**src/rtl/uart_rx_deframer.sv**
```systemverilog
// uart_rx_deframer
// ----------------------------------------------------------------------------
// UART receive deframer. It takes the already synchronized and debounced RX
// line and works in the same clock domain as that stage. It finds the start
// bit and samples every bit at its middle. It builds an LSB-first data word,
// checks the stop bit, and presents the word in a valid/ready output register.
//
// Optional feature: define UART_RX_PARITY_EN to add one parity bit after the
// data bits. PARITY_ODD selects the parity sense: 0 = even, 1 = odd.
// Without the macro there is no parity bit and parity_err_o is tied to 0.
//
// Handshake: valid_o high means data_o holds an unconsumed word. The word is
// consumed on any rising edge where valid_o && ready_i. The receiver never
// waits on ready_i. When a good frame completes while the register is still
// full and not being consumed, the new frame is dropped and overrun_o pulses.
//
// Ports
//   dest_clk_i    clock; all logic is on the rising edge
//   dest_rst_i    synchronous, active-high reset
//   rx_i          serial line, idle high
//   ready_i       consumer accepts data_o when ready_i && valid_o
//   data_o        received word; bit 0 is the first data bit on the line
//   valid_o       data_o holds an unconsumed word
//   frame_err_o   one-cycle pulse: stop bit sampled low
//   parity_err_o  one-cycle pulse: parity mismatch
//   overrun_o     one-cycle pulse: good frame dropped, output register full
//   busy_o        FSM is not IDLE
//   dbg_state_o   current FSM state encoding (state_t)
// ----------------------------------------------------------------------------
module uart_rx_deframer #(
    parameter int CLKS_PER_BIT = 434,
    parameter int DATA_BITS    = 8,
    parameter int PARITY_ODD   = 0
) (
    input  logic                 dest_clk_i,
    input  logic                 dest_rst_i,
    input  logic                 rx_i,
    input  logic                 ready_i,
    output logic [DATA_BITS-1:0] data_o,
    output logic                 valid_o,
    output logic                 frame_err_o,
    output logic                 parity_err_o,
    output logic                 overrun_o,
    output logic                 busy_o,
    output logic [2:0]           dbg_state_o
);

    if (CLKS_PER_BIT < 4) begin : g_chk_cpb
        $error("CLKS_PER_BIT must be >= 4");
    end
    if (DATA_BITS < 5 || DATA_BITS > 9) begin : g_chk_db
        $error("DATA_BITS must be 5..9");
    end
    if (PARITY_ODD < 0 || PARITY_ODD > 1) begin : g_chk_par
        $error("PARITY_ODD must be 0 or 1");
    end

    localparam int CW = $clog2(CLKS_PER_BIT);
    localparam int BW = $clog2(DATA_BITS);
    localparam logic [CW-1:0] CNT_LAST = CW'(CLKS_PER_BIT - 1);
    localparam logic [CW-1:0] CNT_HALF = CW'(CLKS_PER_BIT / 2 - 1);
    localparam logic [BW-1:0] BIT_LAST = BW'(DATA_BITS - 1);

    typedef enum logic [2:0] {
        IDLE      = 3'd0,
        START     = 3'd1,
        DATA      = 3'd2,
`ifdef UART_RX_PARITY_EN
        PARITY    = 3'd3,
`endif
        STOP      = 3'd4,
        WAIT_IDLE = 3'd5
    } state_t;

    state_t               state, state_d;
    logic [CW-1:0]        cnt, cnt_d;
    logic [BW-1:0]        bitcnt, bitcnt_d;
    logic [DATA_BITS-1:0] shreg, shreg_d;
    logic                 good_frame;   // stop high and parity (if any) OK
    logic                 frame_err;
    logic                 parity_err;

`ifdef UART_RX_PARITY_EN
    localparam logic ODD = (PARITY_ODD != 0);
    logic par_bad, par_bad_d;
`endif

    always_ff @(posedge dest_clk_i) begin
        if (dest_rst_i) begin
            state  <= IDLE;
            cnt    <= '0;
            bitcnt <= '0;
            shreg  <= '0;
`ifdef UART_RX_PARITY_EN
            par_bad <= 1'b0;
`endif
        end else begin
            state  <= state_d;
            cnt    <= cnt_d;
            bitcnt <= bitcnt_d;
            shreg  <= shreg_d;
`ifdef UART_RX_PARITY_EN
            par_bad <= par_bad_d;
`endif
        end
    end

    always_comb begin
        state_d    = state;
        cnt_d      = cnt + 1'b1;
        bitcnt_d   = bitcnt;
        shreg_d    = shreg;
        good_frame = 1'b0;
        frame_err  = 1'b0;
        parity_err = 1'b0;
`ifdef UART_RX_PARITY_EN
        par_bad_d  = par_bad;
`endif
        case (state)
            IDLE: begin
                // The edge that sees the line low is cycle 0 of the frame.
                cnt_d    = '0;
                bitcnt_d = '0;
                if (!rx_i) state_d = START;
            end
            START: begin
                // Check again at mid start bit to reject glitches.
                if (cnt == CNT_HALF) begin
                    cnt_d   = '0;
                    state_d = rx_i ? IDLE : DATA;
                end
            end
            DATA: begin
                if (cnt == CNT_LAST) begin
                    cnt_d           = '0;
                    shreg_d[bitcnt] = rx_i;
                    if (bitcnt == BIT_LAST) begin
                        bitcnt_d = '0;
`ifdef UART_RX_PARITY_EN
                        state_d  = PARITY;
`else
                        state_d  = STOP;
`endif
                    end else begin
                        bitcnt_d = bitcnt + 1'b1;
                    end
                end
            end
`ifdef UART_RX_PARITY_EN
            PARITY: begin
                if (cnt == CNT_LAST) begin
                    cnt_d     = '0;
                    par_bad_d = (rx_i != ((^shreg) ^ ODD));
                    state_d   = STOP;
                end
            end
`endif
            STOP: begin
                if (cnt == CNT_LAST) begin
                    cnt_d = '0;
                    if (rx_i) begin
                        state_d = IDLE;
`ifdef UART_RX_PARITY_EN
                        good_frame = !par_bad;
                        parity_err = par_bad;
`else
                        good_frame = 1'b1;
`endif
                    end else begin
                        // A low stop bit hides any parity result.
                        frame_err = 1'b1;
                        state_d   = WAIT_IDLE;
                    end
                end
            end
            WAIT_IDLE: begin
                // Wait here through a break so it cannot look like new frames.
                cnt_d = '0;
                if (rx_i) state_d = IDLE;
            end
            default: state_d = IDLE;
        endcase
    end

    always_ff @(posedge dest_clk_i) begin
        if (dest_rst_i) begin
            data_o      <= '0;
            valid_o     <= 1'b0;
            frame_err_o <= 1'b0;
            overrun_o   <= 1'b0;
`ifdef UART_RX_PARITY_EN
            parity_err_o <= 1'b0;
`endif
        end else begin
            frame_err_o <= frame_err;
            overrun_o   <= 1'b0;
`ifdef UART_RX_PARITY_EN
            parity_err_o <= parity_err;
`endif
            if (good_frame && (!valid_o || ready_i)) begin
                // Either empty, or the old word is consumed on this same edge.
                data_o  <= shreg;
                valid_o <= 1'b1;
            end else if (good_frame) begin
                overrun_o <= 1'b1;
            end else if (valid_o && ready_i) begin
                valid_o <= 1'b0;
            end
        end
    end

`ifndef UART_RX_PARITY_EN
    assign parity_err_o = 1'b0;
    logic unused_par;
    assign unused_par = parity_err;
`endif

    assign busy_o      = (state != IDLE);
    assign dbg_state_o = state;

endmodule

```
**config.mk**
```make
export PLATFORM = sky130hd
export DESIGN_NAME = uart_rx_deframer
export DESIGN_NICKNAME = d
export VERILOG_FILES = /design/src/rtl/uart_rx_deframer.sv
export SDC_FILE = /design/constraint.sdc
export NUM_CORES = 1
export LEC_CHECK = 0
export BUFFER_PORTS_ARGS = -buffer_cell sky130_fd_sc_hd__buf_2
export CAP_MARGIN = 30
export CORE_ASPECT_RATIO = 0.6
export CORE_MARGIN = 2
export CORE_UTILIZATION = 45
export DETAILED_ROUTE_END_ITERATION = 10
export REMOVE_ABC_BUFFERS = 1
export SKIP_CTS_REPAIR_TIMING = 1
export SKIP_LAST_GASP = 1
export SYNTH_ARGS = -nofsm -noshare
export SYNTH_HDL_FRONTEND = slang
export SYNTH_SLANG_ARGS = --single-unit
```
**constraint.sdc**
```tcl
create_clock -name dest_clk_i -period 2.4 [get_ports dest_clk_i]
set_input_delay 0.12 -clock dest_clk_i [delete_from_list [all_inputs] [get_ports dest_clk_i]]
set_output_delay 0.12 -clock dest_clk_i [all_outputs]
set_load 0.02 [all_outputs]
```
==> metrics.yaml <==
holdPathStages: 2
cp.required_ns: 2.58
number_of_clock_buffers_inserted_by_tritoncts: 5
finalCoreUtilization_pct: 51.2
ant_nets: 0
grt_max_degree: 19
seq_area_frac_synth_pct: 40.6
wire_per_inst_um: 13.5
cts.clk_slew.worst_paths_ns: 0.07
num_antenna_cells: 0
die_height_um: 51.3
design.core.area_mm2: 0.00362
rsz0062_at_grt: "no"
worstReg2RegStart: "bitcnt[0]"
final_cells: 240
syn-instance-count: 177
clkSinkCount: 34
detail_route.vias_per_cell: 5.10
cp_capture_type: "register"
grt_overflow_total: 0
drive_gt1_share_pct: 19.2
synth-async-reset-ratio_pct: 0
port_buffers: 18
drv.max_cap_violation_count: 0
insertion_delay_of_the_later_clocked_pin_in_the_worst_skew_pair_ns: 0.29
pin_count: 20
start_kind: "register"
clock_power_share_pct: 32.2
synth.cell_area_mm2: 0.00168
critical_path_class: "register to register"
cpPeakStageDelay_ns: 0.42
power_frac_seq_pct: 46.9
drc_errors: 0
fin_setup_tns_ns: 0
cp_top_family: "adder cells"
synth.ff_latch_count: 34
timing.final.hold_violations: 0
reg2regPathDepth: 6
pint_uw: 936
placement.cell_area_mm2: 0.00176
max_freq_mhz: 503
first_global_vias: 1154
yosys_most_used_dff: "sky130_fd_sc_hd__dfxtp_1"
wirelength_um: 3250
critical_path_arrival_ns: 2.16
post-route-min-period_ns: 1.99
grt_antenna_before_repair: 0
starting_density_of_the_core_pct: 46.4
die-width_um: 82.8
warnings_synthesis: 0
gp_congestion: 0.764
placed_cells_incl_taps: 232
critical_path.max_fanout: 12
crit_path_start: "bitcnt[0]"
buffer_and_inverter_count_on_the_worst_path: 0
leakage_nw: 0.783
clock_skew_ns: 0.00448
power.ir.vdd_worst_mv: 0.382
die_area_mm2: 0.00425
std_cell_rows: 17
cts_htree_levels: 2
yosys.cell_types.count: 49
holdCritStartpoint: "rx_i"
clockRootBuffer: "sky130_fd_sc_hd__clkbuf_8"
timing.hold.worst.class: "input port to register"
cp_slowest_cell: "sky130_fd_sc_hd__dfxtp_1"
first_pass_grt_wire_length_um: 5730
synthDominantAreaCellType: "sky130_fd_sc_hd__dfxtp_1"
syn_avg_cell_area_um2: 9.48
period_share_pct: 82.8
final_setup_violation_count: 0
cp.depth: 6
power.combinational.fraction_pct: 20.9
tritoncts_clock_tree: "done"
hold_ws_ns: 0.116
global_route.usage.total_pct: 17.5
switching_power_share_of_the_total_pct: 30.8
outcome: "completed"
path_cells: "ha_1, ha_1, and2_1, o41ai_1, nor3_2, mux2_4"
dp_hpwl_um: 2340
crit_top_cell: "sky130_fd_sc_hd__ha_1"
yosys.area.top_type_share_pct: 40.6
p_sw_uw: 415
power.density_cell_area_mw_per_mm2: 729
area_growth_pct: 10.4
fin_area_mm2: 0.00185
final-max-slew-violation-count: 0
firstDrtPassIters: 4
detailroute.via_count: 1225
nets: 201
ctsLongestPathBuffers: 2
synthTopCellsByArea: "sky130_fd_sc_hd__dfxtp_1 41%, sky130_fd_sc_hd__mux2i_1 8.9%, sky130_fd_sc_hd__nor2_1 5.6%, sky130_fd_sc_hd__nand2_1 3.8%, sky130_fd_sc_hd__ha_1 3.7%"
synth-edff-count: 0
dr.first_iter.drc_count: 38
[cell usage in the layout, fill, tap and decap left out, drive strengths merged, types with 2 or more instances in the layout]
master  synthesis  routed
o31ai           2       2
nor2           25      25
and4b           2       2
buf             7      19
nand2          17      17
dfxtp          34      34
nand3b          2       2
mux2i          15      15
a21oi           4       4
a31oi           2       2
ha              5       5
nor4b           2       2
and4            2       2
clkbuf          4       7
xor2            2       2
o41ai           2       2
nand3           7       7
and4bb          2       2
nor3            5       5
inv             6       6
nor2b           3       3
xnor2           6       6
nor3b           4       4
nand4           2       2
[cell type report]
type	instances	area, um^2
Fill cell	353	1760
Inverter	6	22.5
Clock buffer	7	86.3
Tap cell	47	58.8
Multi-Input combinational cell	126	902
Timing Repair Buffer	19	97.6
Clock inverter	1	5.00
Sequential cell	34	681
[stage by stage]
stage          power [mW]  setup WS (ns)
6_report             1.35          0.412
2_1_floorplan       0.844          0.573
4_1_cts              1.37          0.423
3_5_place_dp        0.930          0.439
5_1_grt              1.44          0.259
3_3_place_gp        0.919          0.474
[cells by family (layout without fill, tap and decap cells)]
family	after synthesis	count (layout)	synth area share [%]
muxes	16	16	9.84
AOI/OAI and AO/OA	16	16	8.50
adders and majority gates	5	5	3.73
and+or+nand+nor	80	80	27.3
DFF	34	34	40.6
xor gates and xnor gates	8	8	4.18
other	1	1	0.223
buffers and inverters	17	33	5.67
[worst paths after layout]
| kind | slack [ns] | end |
|---|---|---|
| worst max-delay path | 0.41 | dbg_state_o[1] |
| worst min-delay path | 0.12 | frame_err_o |
| worst max register to register | 0.41 | dbg_state_o[1] |
| worst min register to register | 0.46 | shreg[3] |
[per-layer routing]
metal / GRT usage, % / vias to the layer above / wire length, um
met2: 23.7 / 23 / 1210
met3: 5.98 / 8 / 162
li1: - / 645 / -
met1: 24.9 / 549 / 1820
met4: 7.38 / 0 / 62
met5: 0 / - / 0
[synthesized netlist by cell type (2+ instances only)]
cell / count
sky130_fd_sc_hd__xnor2_1: 6
sky130_fd_sc_hd__and4_1: 2
sky130_fd_sc_hd__o41ai_1: 2
sky130_fd_sc_hd__nor2_1: 25
sky130_fd_sc_hd__nand3_1: 7
sky130_fd_sc_hd__and4b_1: 2
sky130_fd_sc_hd__a21oi_1: 3
sky130_fd_sc_hd__xor2_1: 2
sky130_fd_sc_hd__inv_1: 6
sky130_fd_sc_hd__mux2i_1: 15
sky130_fd_sc_hd__nand3b_1: 2
sky130_fd_sc_hd__buf_4: 2
sky130_fd_sc_hd__ha_1: 5
sky130_fd_sc_hd__nor3b_1: 3
sky130_fd_sc_hd__nor3_1: 3
sky130_fd_sc_hd__dfxtp_1: 34
sky130_fd_sc_hd__nor3_2: 2
sky130_fd_sc_hd__nor4b_1: 2
sky130_fd_sc_hd__buf_6: 3
sky130_fd_sc_hd__clkbuf_1: 4
sky130_fd_sc_hd__nor2b_1: 3
sky130_fd_sc_hd__nand2_1: 17
[sequential cells by signal (all words and copies together), names as in the netlist]
| name | flops |
|---|---|
| frame_err_o | 1 |
| valid_o | 1 |
| overrun_o | 1 |
| cnt | 9 |
| data_o | 8 |
| dbg_state_o | 3 |
| shreg | 8 |
| bitcnt | 3 |
[power by group through the flow]
stage / logic [mW] / clock network [mW] / registers, mW
6_report: 0.283 / 0.435 / 0.634
5_1_grt: 0.312 / 0.485 / 0.640
4_1_cts: 0.285 / 0.448 / 0.633
3_5_place_dp: 0.284 / 0 / 0.646
3_3_place_gp: 0.274 / 0 / 0.645
2_1_floorplan: 0.194 / 0 / 0.650
(Power assumes the default switching activity.)
